## src/rtl/text_console_driver_pkg.sv

```systemverilog
// Shared constants and types for the text console driver: control bytes,
// controller states and the command set understood by the cursor block.
package text_console_pkg;

    localparam logic [7:0] CH_BS    = 8'h08;
    localparam logic [7:0] CH_TAB   = 8'h09;
    localparam logic [7:0] CH_LF    = 8'h0A;
    localparam logic [7:0] CH_FF    = 8'h0C;
    localparam logic [7:0] CH_CR    = 8'h0D;
    localparam logic [7:0] CH_DEL   = 8'h7F;
    localparam logic [7:0] CH_SPACE = 8'h20;

    typedef enum logic [1:0] {
        IDLE      = 2'd0,
        CLEAR_ROW = 2'd1,
        CLEAR_ALL = 2'd2
    } console_state_t;

    typedef enum logic [2:0] {
        CMD_NONE    = 3'd0,
        CMD_ADVANCE = 3'd1,
        CMD_NEWLINE = 3'd2,
        CMD_BACK    = 3'd3,
        CMD_HOME    = 3'd4,
        CMD_CR      = 3'd5,
        CMD_TAB     = 3'd6
    } cursor_cmd_t;

    // DEL sits inside the printable range numerically but is an erase command.
    function automatic logic is_printable(input logic [7:0] c);
        return (c >= CH_SPACE) && (c != CH_DEL);
    endfunction

endpackage

```

## src/rtl/text_console_driver_if.sv

```systemverilog
// Byte-input / character-RAM-output bundle of the text console driver.
// The driver uses the slave modport; the byte source uses master.
interface text_console_driver_if #(
    parameter int COLS   = 80,
    parameter int ROWS   = 60,
    parameter int ADDR_W = $clog2(COLS * ROWS)
);
    logic [7:0]              CHAR;
    logic                    WE;
    logic                    READY;
    logic                    DROPPED;
    logic [ADDR_W-1:0]       DISP_ADDR;
    logic [7:0]              DISP_DATA;
    logic                    DISP_WE;
    logic [$clog2(COLS)-1:0] CUR_COL;
    logic [$clog2(ROWS)-1:0] CUR_ROW;
    logic [$clog2(ROWS)-1:0] TOP_ROW;

    modport master (
        output CHAR, WE,
        input  READY, DROPPED, DISP_ADDR, DISP_DATA, DISP_WE, CUR_COL, CUR_ROW, TOP_ROW
    );

    modport slave (
        input  CHAR, WE,
        output READY, DROPPED, DISP_ADDR, DISP_DATA, DISP_WE, CUR_COL, CUR_ROW, TOP_ROW
    );
endinterface

```

## src/rtl/text_console_cursor.sv

```systemverilog
// Cursor (col, logical row) and circular TOP_ROW registers, plus the
// logical-to-physical row mapping and character RAM address arithmetic.
module text_console_cursor
    import text_console_pkg::*;
#(
    parameter int COLS     = 80,
    parameter int ROWS     = 60,
    parameter int TAB_STOP = 8,
    parameter int ADDR_W   = $clog2(COLS * ROWS),
    localparam int COL_W   = $clog2(COLS),
    localparam int ROW_W   = $clog2(ROWS)
) (
    input  logic              clk,
    input  logic              rst_n,
    input  cursor_cmd_t       cmd,
    output logic [COL_W-1:0]  col,
    output logic [ROW_W-1:0]  row,
    output logic [ROW_W-1:0]  top,
    output logic              at_home,
    output logic              scroll,
    output logic [ADDR_W-1:0] cur_addr,
    output logic [ADDR_W-1:0] back_addr,
    output logic [ADDR_W-1:0] row_base
);
    localparam int          TAB_SH = $clog2(TAB_STOP);
    localparam logic [31:0] COLS_U = COLS;

    logic [COL_W-1:0]  col_q, col_d;
    logic [ROW_W-1:0]  row_q, row_d, top_q, top_d, top_inc;
    logic [ROW_W:0]    phys_sum;
    logic [ROW_W-1:0]  phys_row, prev_row;
    logic [ADDR_W-1:0] prev_base;
    logic [31:0]       tab_next;
    logic              last_col, last_row, newline;

    assign last_col = (col_q == COL_W'(COLS - 1));
    assign last_row = (row_q == ROW_W'(ROWS - 1));
    assign newline  = (cmd == CMD_NEWLINE) || ((cmd == CMD_ADVANCE) && last_col);
    assign scroll   = newline && last_row;
    assign at_home  = (col_q == '0) && (row_q == '0);
    assign tab_next = ((32'(col_q) >> TAB_SH) + 32'd1) << TAB_SH;
    assign top_inc  = (top_q == ROW_W'(ROWS - 1)) ? '0 : top_q + ROW_W'(1);

    // top and row are both below ROWS, so one compare-and-subtract is a full mod.
    assign phys_sum = {1'b0, top_q} + {1'b0, row_q};
    assign phys_row = (phys_sum >= (ROW_W + 1)'(ROWS)) ? ROW_W'(phys_sum - (ROW_W + 1)'(ROWS))
                                                       : ROW_W'(phys_sum);
    assign prev_row = (phys_row == '0) ? ROW_W'(ROWS - 1) : phys_row - ROW_W'(1);

    assign row_base  = ADDR_W'(phys_row) * ADDR_W'(COLS);
    assign prev_base = ADDR_W'(prev_row) * ADDR_W'(COLS);
    assign cur_addr  = row_base + ADDR_W'(col_q);
    assign back_addr = (col_q != '0) ? row_base + ADDR_W'(col_q) - ADDR_W'(1)
                                     : prev_base + ADDR_W'(COLS - 1);

    always_comb begin
        col_d = col_q;
        row_d = row_q;
        top_d = top_q;
        case (cmd)
            CMD_ADVANCE: col_d = last_col ? '0 : col_q + COL_W'(1);
            CMD_BACK: begin
                if (col_q != '0) begin
                    col_d = col_q - COL_W'(1);
                end else if (row_q != '0) begin
                    row_d = row_q - ROW_W'(1);
                    col_d = COL_W'(COLS - 1);
                end
            end
            CMD_HOME: begin
                col_d = '0;
                row_d = '0;
                top_d = '0;
            end
            CMD_CR:  col_d = '0;
            CMD_TAB: col_d = (tab_next >= COLS_U) ? COL_W'(COLS - 1) : COL_W'(tab_next);
            default: ;
        endcase
        // At the bottom row a newline rotates the screen instead of moving down.
        if (newline) begin
            if (last_row) top_d = top_inc;
            else           row_d = row_q + ROW_W'(1);
        end
    end

    always_ff @(posedge clk or negedge rst_n) begin
        if (!rst_n) begin
            col_q <= '0;
            row_q <= '0;
            top_q <= '0;
        end else begin
            col_q <= col_d;
            row_q <= row_d;
            top_q <= top_d;
        end
    end

    assign col = col_q;
    assign row = row_q;
    assign top = top_q;

endmodule

```

## src/rtl/text_console_driver.sv

```systemverilog
// Byte stream to character-RAM writer for a COLS x ROWS text console with
// control characters, line wrap, hardware scroll and full/row clears.
module text_console_driver
    import text_console_pkg::*;
#(
    parameter int COLS           = 80,
    parameter int ROWS           = 60,
    parameter int TAB_STOP       = 8,
    parameter int CLEAR_ON_RESET = 1,
    parameter int ADDR_W         = $clog2(COLS * ROWS)
) (
    input  logic CLK_50MHz,
    input  logic RESET,
    text_console_driver_if.slave bus
);
    localparam int                COL_W     = $clog2(COLS);
    localparam int                ROW_W     = $clog2(ROWS);
    localparam logic [ADDR_W-1:0] LAST_ADDR = ADDR_W'(COLS * ROWS - 1);
    localparam logic [ADDR_W-1:0] LAST_COL  = ADDR_W'(COLS - 1);
    localparam console_state_t    RST_STATE = (CLEAR_ON_RESET != 0) ? CLEAR_ALL : IDLE;

    console_state_t    state_q, state_d;
    logic [ADDR_W-1:0] cnt_q, cnt_d;
    logic [ADDR_W-1:0] disp_addr_q, disp_addr_d;
    logic [7:0]        disp_data_q, disp_data_d;
    logic              disp_we_q, disp_we_d;
    logic              dropped_q, dropped_d;
    logic              ready;

    cursor_cmd_t       cmd;
    logic              at_home, scroll;
    logic [ADDR_W-1:0] cur_addr, back_addr, row_base;
    logic [COL_W-1:0]  col;
    logic [ROW_W-1:0]  row, top;

    text_console_cursor #(
        .COLS     (COLS),
        .ROWS     (ROWS),
        .TAB_STOP (TAB_STOP),
        .ADDR_W   (ADDR_W)
    ) u_cursor (
        .clk       (CLK_50MHz),
        .rst_n     (RESET),
        .cmd       (cmd),
        .col       (col),
        .row       (row),
        .top       (top),
        .at_home   (at_home),
        .scroll    (scroll),
        .cur_addr  (cur_addr),
        .back_addr (back_addr),
        .row_base  (row_base)
    );

    assign ready = (state_q == IDLE);

    // Byte decode kept apart from the state logic: scroll depends on cmd.
    always_comb begin
        cmd = CMD_NONE;
        if (ready && bus.WE) begin
            if (is_printable(bus.CHAR)) begin
                cmd = CMD_ADVANCE;
            end else begin
                case (bus.CHAR)
                    CH_CR:          cmd = CMD_CR;
                    CH_LF:          cmd = CMD_NEWLINE;
                    CH_TAB:         cmd = CMD_TAB;
                    CH_BS, CH_DEL:  cmd = at_home ? CMD_NONE : CMD_BACK;
                    CH_FF:          cmd = CMD_HOME;
                    default:        cmd = CMD_NONE;
                endcase
            end
        end
    end

    always_comb begin
        state_d     = state_q;
        cnt_d       = cnt_q;
        disp_we_d   = 1'b0;
        disp_addr_d = disp_addr_q;
        disp_data_d = disp_data_q;
        dropped_d   = bus.WE && !ready;
        case (state_q)
            IDLE: begin
                case (cmd)
                    CMD_ADVANCE: begin
                        disp_we_d   = 1'b1;
                        disp_addr_d = cur_addr;
                        disp_data_d = bus.CHAR;
                    end
                    CMD_BACK: begin
                        disp_we_d   = 1'b1;
                        disp_addr_d = back_addr;
                        disp_data_d = CH_SPACE;
                    end
                    CMD_HOME: begin
                        state_d = CLEAR_ALL;
                        cnt_d   = '0;
                    end
                    default: ;
                endcase
                if (scroll) begin
                    state_d = CLEAR_ROW;
                    cnt_d   = '0;
                end
            end
            // After a scroll the cursor sits on the new bottom row, which is the
            // physical row that just left the top, so row_base points at it.
            CLEAR_ROW: begin
                disp_we_d   = 1'b1;
                disp_addr_d = row_base + cnt_q;
                disp_data_d = CH_SPACE;
                if (cnt_q == LAST_COL) state_d = IDLE;
                else                   cnt_d   = cnt_q + ADDR_W'(1);
            end
            CLEAR_ALL: begin
                disp_we_d   = 1'b1;
                disp_addr_d = cnt_q;
                disp_data_d = CH_SPACE;
                if (cnt_q == LAST_ADDR) state_d = IDLE;
                else                    cnt_d   = cnt_q + ADDR_W'(1);
            end
            default: state_d = IDLE;
        endcase
    end

    always_ff @(posedge CLK_50MHz or negedge RESET) begin
        if (!RESET) begin
            state_q     <= RST_STATE;
            cnt_q       <= '0;
            disp_we_q   <= 1'b0;
            disp_addr_q <= '0;
            disp_data_q <= '0;
            dropped_q   <= 1'b0;
        end else begin
            state_q     <= state_d;
            cnt_q       <= cnt_d;
            disp_we_q   <= disp_we_d;
            disp_addr_q <= disp_addr_d;
            disp_data_q <= disp_data_d;
            dropped_q   <= dropped_d;
        end
    end

    assign bus.READY     = ready;
    assign bus.DROPPED   = dropped_q;
    assign bus.DISP_WE   = disp_we_q;
    assign bus.DISP_ADDR = disp_addr_q;
    assign bus.DISP_DATA = disp_data_q;
    assign bus.CUR_COL   = col;
    assign bus.CUR_ROW   = row;
    assign bus.TOP_ROW   = top;

endmodule

```

## src/flat_wrapper.sv

```systemverilog
// flat-port wrapper written by rule: the top's interface ports become plain ports
module text_console_driver_flat import text_console_pkg::*;
#(
    parameter int COLS           = 80,
    parameter int ROWS           = 60,
    parameter int TAB_STOP       = 8,
    parameter int CLEAR_ON_RESET = 1,
    parameter int ADDR_W         = $clog2(COLS * ROWS)
)
  (CLK_50MHz, RESET, bus_CHAR, bus_WE, bus_READY, bus_DROPPED, bus_DISP_ADDR, bus_DISP_DATA, bus_DISP_WE, bus_CUR_COL, bus_CUR_ROW, bus_TOP_ROW);
  text_console_driver_if #(.COLS(COLS), .ROWS(ROWS), .ADDR_W(ADDR_W)) bus_i ();
  input  logic CLK_50MHz;
  input  logic RESET;
  input wire logic [$bits(bus_i.CHAR)-1:0] bus_CHAR;
  input wire logic [$bits(bus_i.WE)-1:0] bus_WE;
  output wire logic [$bits(bus_i.READY)-1:0] bus_READY;
  output wire logic [$bits(bus_i.DROPPED)-1:0] bus_DROPPED;
  output wire logic [$bits(bus_i.DISP_ADDR)-1:0] bus_DISP_ADDR;
  output wire logic [$bits(bus_i.DISP_DATA)-1:0] bus_DISP_DATA;
  output wire logic [$bits(bus_i.DISP_WE)-1:0] bus_DISP_WE;
  output wire logic [$bits(bus_i.CUR_COL)-1:0] bus_CUR_COL;
  output wire logic [$bits(bus_i.CUR_ROW)-1:0] bus_CUR_ROW;
  output wire logic [$bits(bus_i.TOP_ROW)-1:0] bus_TOP_ROW;
  assign bus_i.CHAR = bus_CHAR;
  assign bus_i.WE = bus_WE;
  assign bus_READY = bus_i.READY;
  assign bus_DROPPED = bus_i.DROPPED;
  assign bus_DISP_ADDR = bus_i.DISP_ADDR;
  assign bus_DISP_DATA = bus_i.DISP_DATA;
  assign bus_DISP_WE = bus_i.DISP_WE;
  assign bus_CUR_COL = bus_i.CUR_COL;
  assign bus_CUR_ROW = bus_i.CUR_ROW;
  assign bus_TOP_ROW = bus_i.TOP_ROW;
  text_console_driver #(.COLS(COLS), .ROWS(ROWS), .TAB_STOP(TAB_STOP), .CLEAR_ON_RESET(CLEAR_ON_RESET), .ADDR_W(ADDR_W)) u_core (.CLK_50MHz(CLK_50MHz), .RESET(RESET), .bus(bus_i));
endmodule
```

## config.mk

```make
export PLATFORM = sky130hd
export DESIGN_NAME = text_console_driver_flat
export DESIGN_NICKNAME = d
export VERILOG_FILES = /design/src/rtl/text_console_driver_pkg.sv /design/src/rtl/text_console_driver_if.sv /design/src/rtl/text_console_cursor.sv /design/src/rtl/text_console_driver.sv /design/src/flat_wrapper.sv
export SDC_FILE = /design/constraint.sdc
export NUM_CORES = 1
export LEC_CHECK = 0
export BUFFER_PORTS_ARGS = -buffer_cell sky130_fd_sc_hd__buf_4
export CORE_MARGIN = 8
export CORE_UTILIZATION = 62
export CTS_CLUSTER_DIAMETER = 200
export CTS_CLUSTER_SIZE = 25
export DETAILED_ROUTE_END_ITERATION = 8
export PLACE_DENSITY_LB_ADDON = 0.25
export SYNTH_ARGS = -nofsm -noshare
export SYNTH_HDL_FRONTEND = slang
export SYNTH_SLANG_ARGS = --single-unit
```

## constraint.sdc

```tcl
create_clock -name CLK_50MHz -period 7.7 [get_ports CLK_50MHz]
set_clock_uncertainty 0.05 [all_clocks]
set_input_delay 0 -clock CLK_50MHz [delete_from_list [all_inputs] [get_ports CLK_50MHz]]
set_output_delay 0 -clock CLK_50MHz [all_outputs]
set_load 0.01 [all_outputs]
```

==> impl_results.md <==
- Clock Latency Late Sink: roughly 0.35 ns
- Cells after synthesis: roughly 800
- Max incr delay on CP: between 0.4 and 0.5 ns
- CTS resizes: 0
- Worst Hold Class: input pin to asynchronous set/reset pin
- Slew at the pin with the worst max-slew slack: ~1.1 ns
- Async S/R FF share, synth: 1.000
- Count of different cell masters after synthesis: 88
- Yosys warns: 0
- Largest cells by area after synthesis: dfrtp_1, ha_1, a21oi_1
- WL final: ~18,000 µm
- Count leader, synth: nand2_1
- Initial drt markers: 732
- Post-synthesis instance area: approximately 6000 µm²
- CTS tree: done
- Synth top area share: 0.2332
- Unrepaired setup endpoints after global routing: no
- Clock buffer depth: 2
- Critical Path RT: between 7 and 8 ns
- # IOs: 54
- Final Cell Area: approximately 6700 µm²
- Worst slack at placement: roughly 1.6 ns
- Area growth, synth to finish: 12.18%
- Nets: 879
- Register area: 1428 µm²
- GRT Residual Overflow: 0
- Internal reg-to-reg setup slack: 1.48 ns
- Final Hold Viols: 0
- Slew Limit Fails: 0
- Starting Density: 0.6264
- Share of post-route cells with drive strength above 1: 0.1253
- Root Driver: clkbuf_8
- Vias in the first global route: roughly 6,100
- Vias: 6,336
- DR pass1 iterations: 9
- Hpwl dp: 13,280 µm
- Total track usage: 0.2780
- Core ar.: around 9600 µm²
- Max_cap viols: 0
- DR vias/cell: 6.635
- DP Area: approximately 6400 µm²
- Port Buf Inserts: between 50 and 60
- Static leakage: a little under 0.003 µW
- Die height: 114.5 µm
- Status: complete, no violations
- Htree depth: 3
- FILL cells: ~800
- Slowest CP cell: dfrtp_1
- Largest area contributor in the netlist: dfrtp_1
- FMAX: ~0.16 GHz
- Setup_tns: 0 ns
- Worst-path clk slew: roughly 0.08 ns
- FF-to-FF Start: u_core.u_cursor.row[0]$_DFF_PN0_
- Die width: around 110 µm
- Hold WS: 0.2168 ns
- Initial antenna violation count: 0
- Largest net degree at the start of global routing: between 50 and 60
- TritonCTS Buffers: 9
- Avg Cell Area, Syn: 7.734 µm²
- FF-to-FF path depth: 27
- Post-synth EDFFs: 0
- Maximum vdd drop: about 260 µV
- Final WS setup: 1.477 ns
- Setup bufs post-CTS: 0
- CP Data Arrival Time: about 6.4 ns
- CTS sink cnt: 57
- CP Launch Type: flip-flop
- Top cells by count, synth: nand2_1, nor2_1, a21oi_1, dfrtp_1, o21ai_0
- Worst r2r dst: u_core.bus.DISP_ADDR[12]$_DFFE_PN0P_
- Total die area: about 13,000 µm²
- First-pass GRT wire length: approximately 29,000 µm
- Std cell rows: 36
- Final setup fails: 0
- Worst Setup End Kind: flip-flop
- Area of the multi-input gates: between 4000 and 5000 µm²
- # DRC: 0
- Post-DRT Antenna Nets: 0
- Fin crit period: around 6.2 ns
- Post-synth top flop: dfrtp_1
- Pwr per Cell Area: roughly 370 nW/µm²
- Slew HR: 0.2922
- Gpl congestion: 0.9455
- Wirelength per Cell: around 19 µm
- Crit path max fanout: 12
- Seq/Total Area, Yosys: 0.2376
- # diodes: 0
- Crit Path Class: flip-flop to flip-flop
- Cell mode on critical path: ha_1
- Mapped Nets: ~840
- Crit share post-route: 0.8082
- Yosys reg bits: between 50 and 60
-- placed cells by master (no fill, tap or decap), types with 11 or more instances in the layout --
master / n
buf_4: 54
dfrtp_1: 56
nand2_1: 85
a21oi_1: 70
inv_1: 32
xnor2_1: 19
a22o_1: 11
ha_1: 46
o21ai_0: 51
o21ai_1: 12
nor2b_1: 13
xor2_1: 13
nand3_1: 35
nor3_1: 25
nor2_1: 78
mux2i_1: 12
-- layout make-up --
cell class,count,share of cell area
clock inverters,7,0.01392
flip-flops and latches,57,0.2118
clock buffers,9,0.01837
inverters,32,0.01782
multi-input cells,653,0.6385
repair buffers,64,0.07498
well taps,133,0.02468
-- logic make-up (layout without fill, tap and decap cells) --
kind of cell / Yosys count / in the layout / share of synthesized area
flops: 57 / 57 / 0.2376
fa+ha+maj: 51 / 51 / 0.1124
simple gates: 305 / 305 / 0.2471
compound gates: 248 / 248 / 0.2777
mux: 15 / 15 / 0.02561
buf+inv: 67 / 112 / 0.04622
xor+xnor: 34 / 34 / 0.05330
-- how the worst max path moves through the flow --
stage / end / start / slack [ns] / depth (start not counted)
finish: u_core.bus.DISP_ADDR[12]$_DFFE_PN0P_ / u_core.u_cursor.row[0]$_DFF_PN0_ / 1.48 / 27
global route: u_core.bus.DISP_ADDR[12]$_DFFE_PN0P_ / u_core.u_cursor.row[0]$_DFF_PN0_ / 1.05 / 27
CTS: u_core.bus.DISP_ADDR[12]$_DFFE_PN0P_ / u_core.u_cursor.row[0]$_DFF_PN0_ / 1.58 / 27
detailed placement: u_core.bus.DISP_ADDR[12]$_DFFE_PN0P_ / u_core.u_cursor.row[0]$_DFF_PN0_ / 1.63 / 27
global placement: u_core.bus.DISP_ADDR[12]$_DFFE_PN0P_ / u_core.u_cursor.top[0]$_DFF_PN0_ / 1.81 / 27
floorplan: u_core.bus.DISP_ADDR[12]$_DFFE_PN0P_ / u_core.u_cursor.row[0]$_DFF_PN0_ / 2.16 / 28
-- flip-flops by register name (all words and copies together) (netlist names) --
signal                flops
u_core.u_cursor.col       7
u_core.u_cursor.row       6
u_core.cnt_q             13
u_core.u_cursor.top       6
u_core.state_q            2
u_core.bus.DROPPED        1
u_core.bus.DISP_ADDR     13
u_core.bus.DISP_WE        1
u_core.bus.DISP_DATA      8
-- routing by layer --
metal  part of all wire  global-route usage  wire (µm)  up-vias
met3              0.081             0.05960       1474       54
met5                  0                   0          0        -
met2               0.48              0.4794       8709      357
met4              0.028              0.1029        516        0
met1               0.41              0.3307       7409     2999
li1                   -                   -          -     2926
-- stage by stage --
step / std cells / power, µW / utilization
finish: 955 / 2467 / 0.7027
global route: 955 / 2634 / 0.7027
CTS: 955 / 2430 / 0.7027
detailed placement: 929 / 2089 / 0.6695
global placement: 929 / 2034 / 0.6695
floorplan: 777 / 1643 / -
-- repair_timing --
action,in CTS,in global routing
hold buffers,10,0
setup endpoints to repair,0,0
hold endpoints to repair,65,0
-- where the power goes --
part / leakage [µW] / switching, µW / internal [µW]
Combinational: 0.00211 / 916 / 638
Clock: 0.000106 / 143 / 182
Sequential: 0.000716 / 172 / 415
-- critical path, delay by kind of cell, from the launching register on --
family | cells | cell delay (ns)
AOI/OAI and AO/OA | 10 | 1.68
adders and majority gates | 5 | 1.53
and+or+nand+nor | 5 | 1.06
xor gates and xnor gates | 5 | 1.15
DFF | 1 | 0.44
buffers and inverters | 2 | 0.23
No activity file was read; power rests on OpenSTA's default activity.
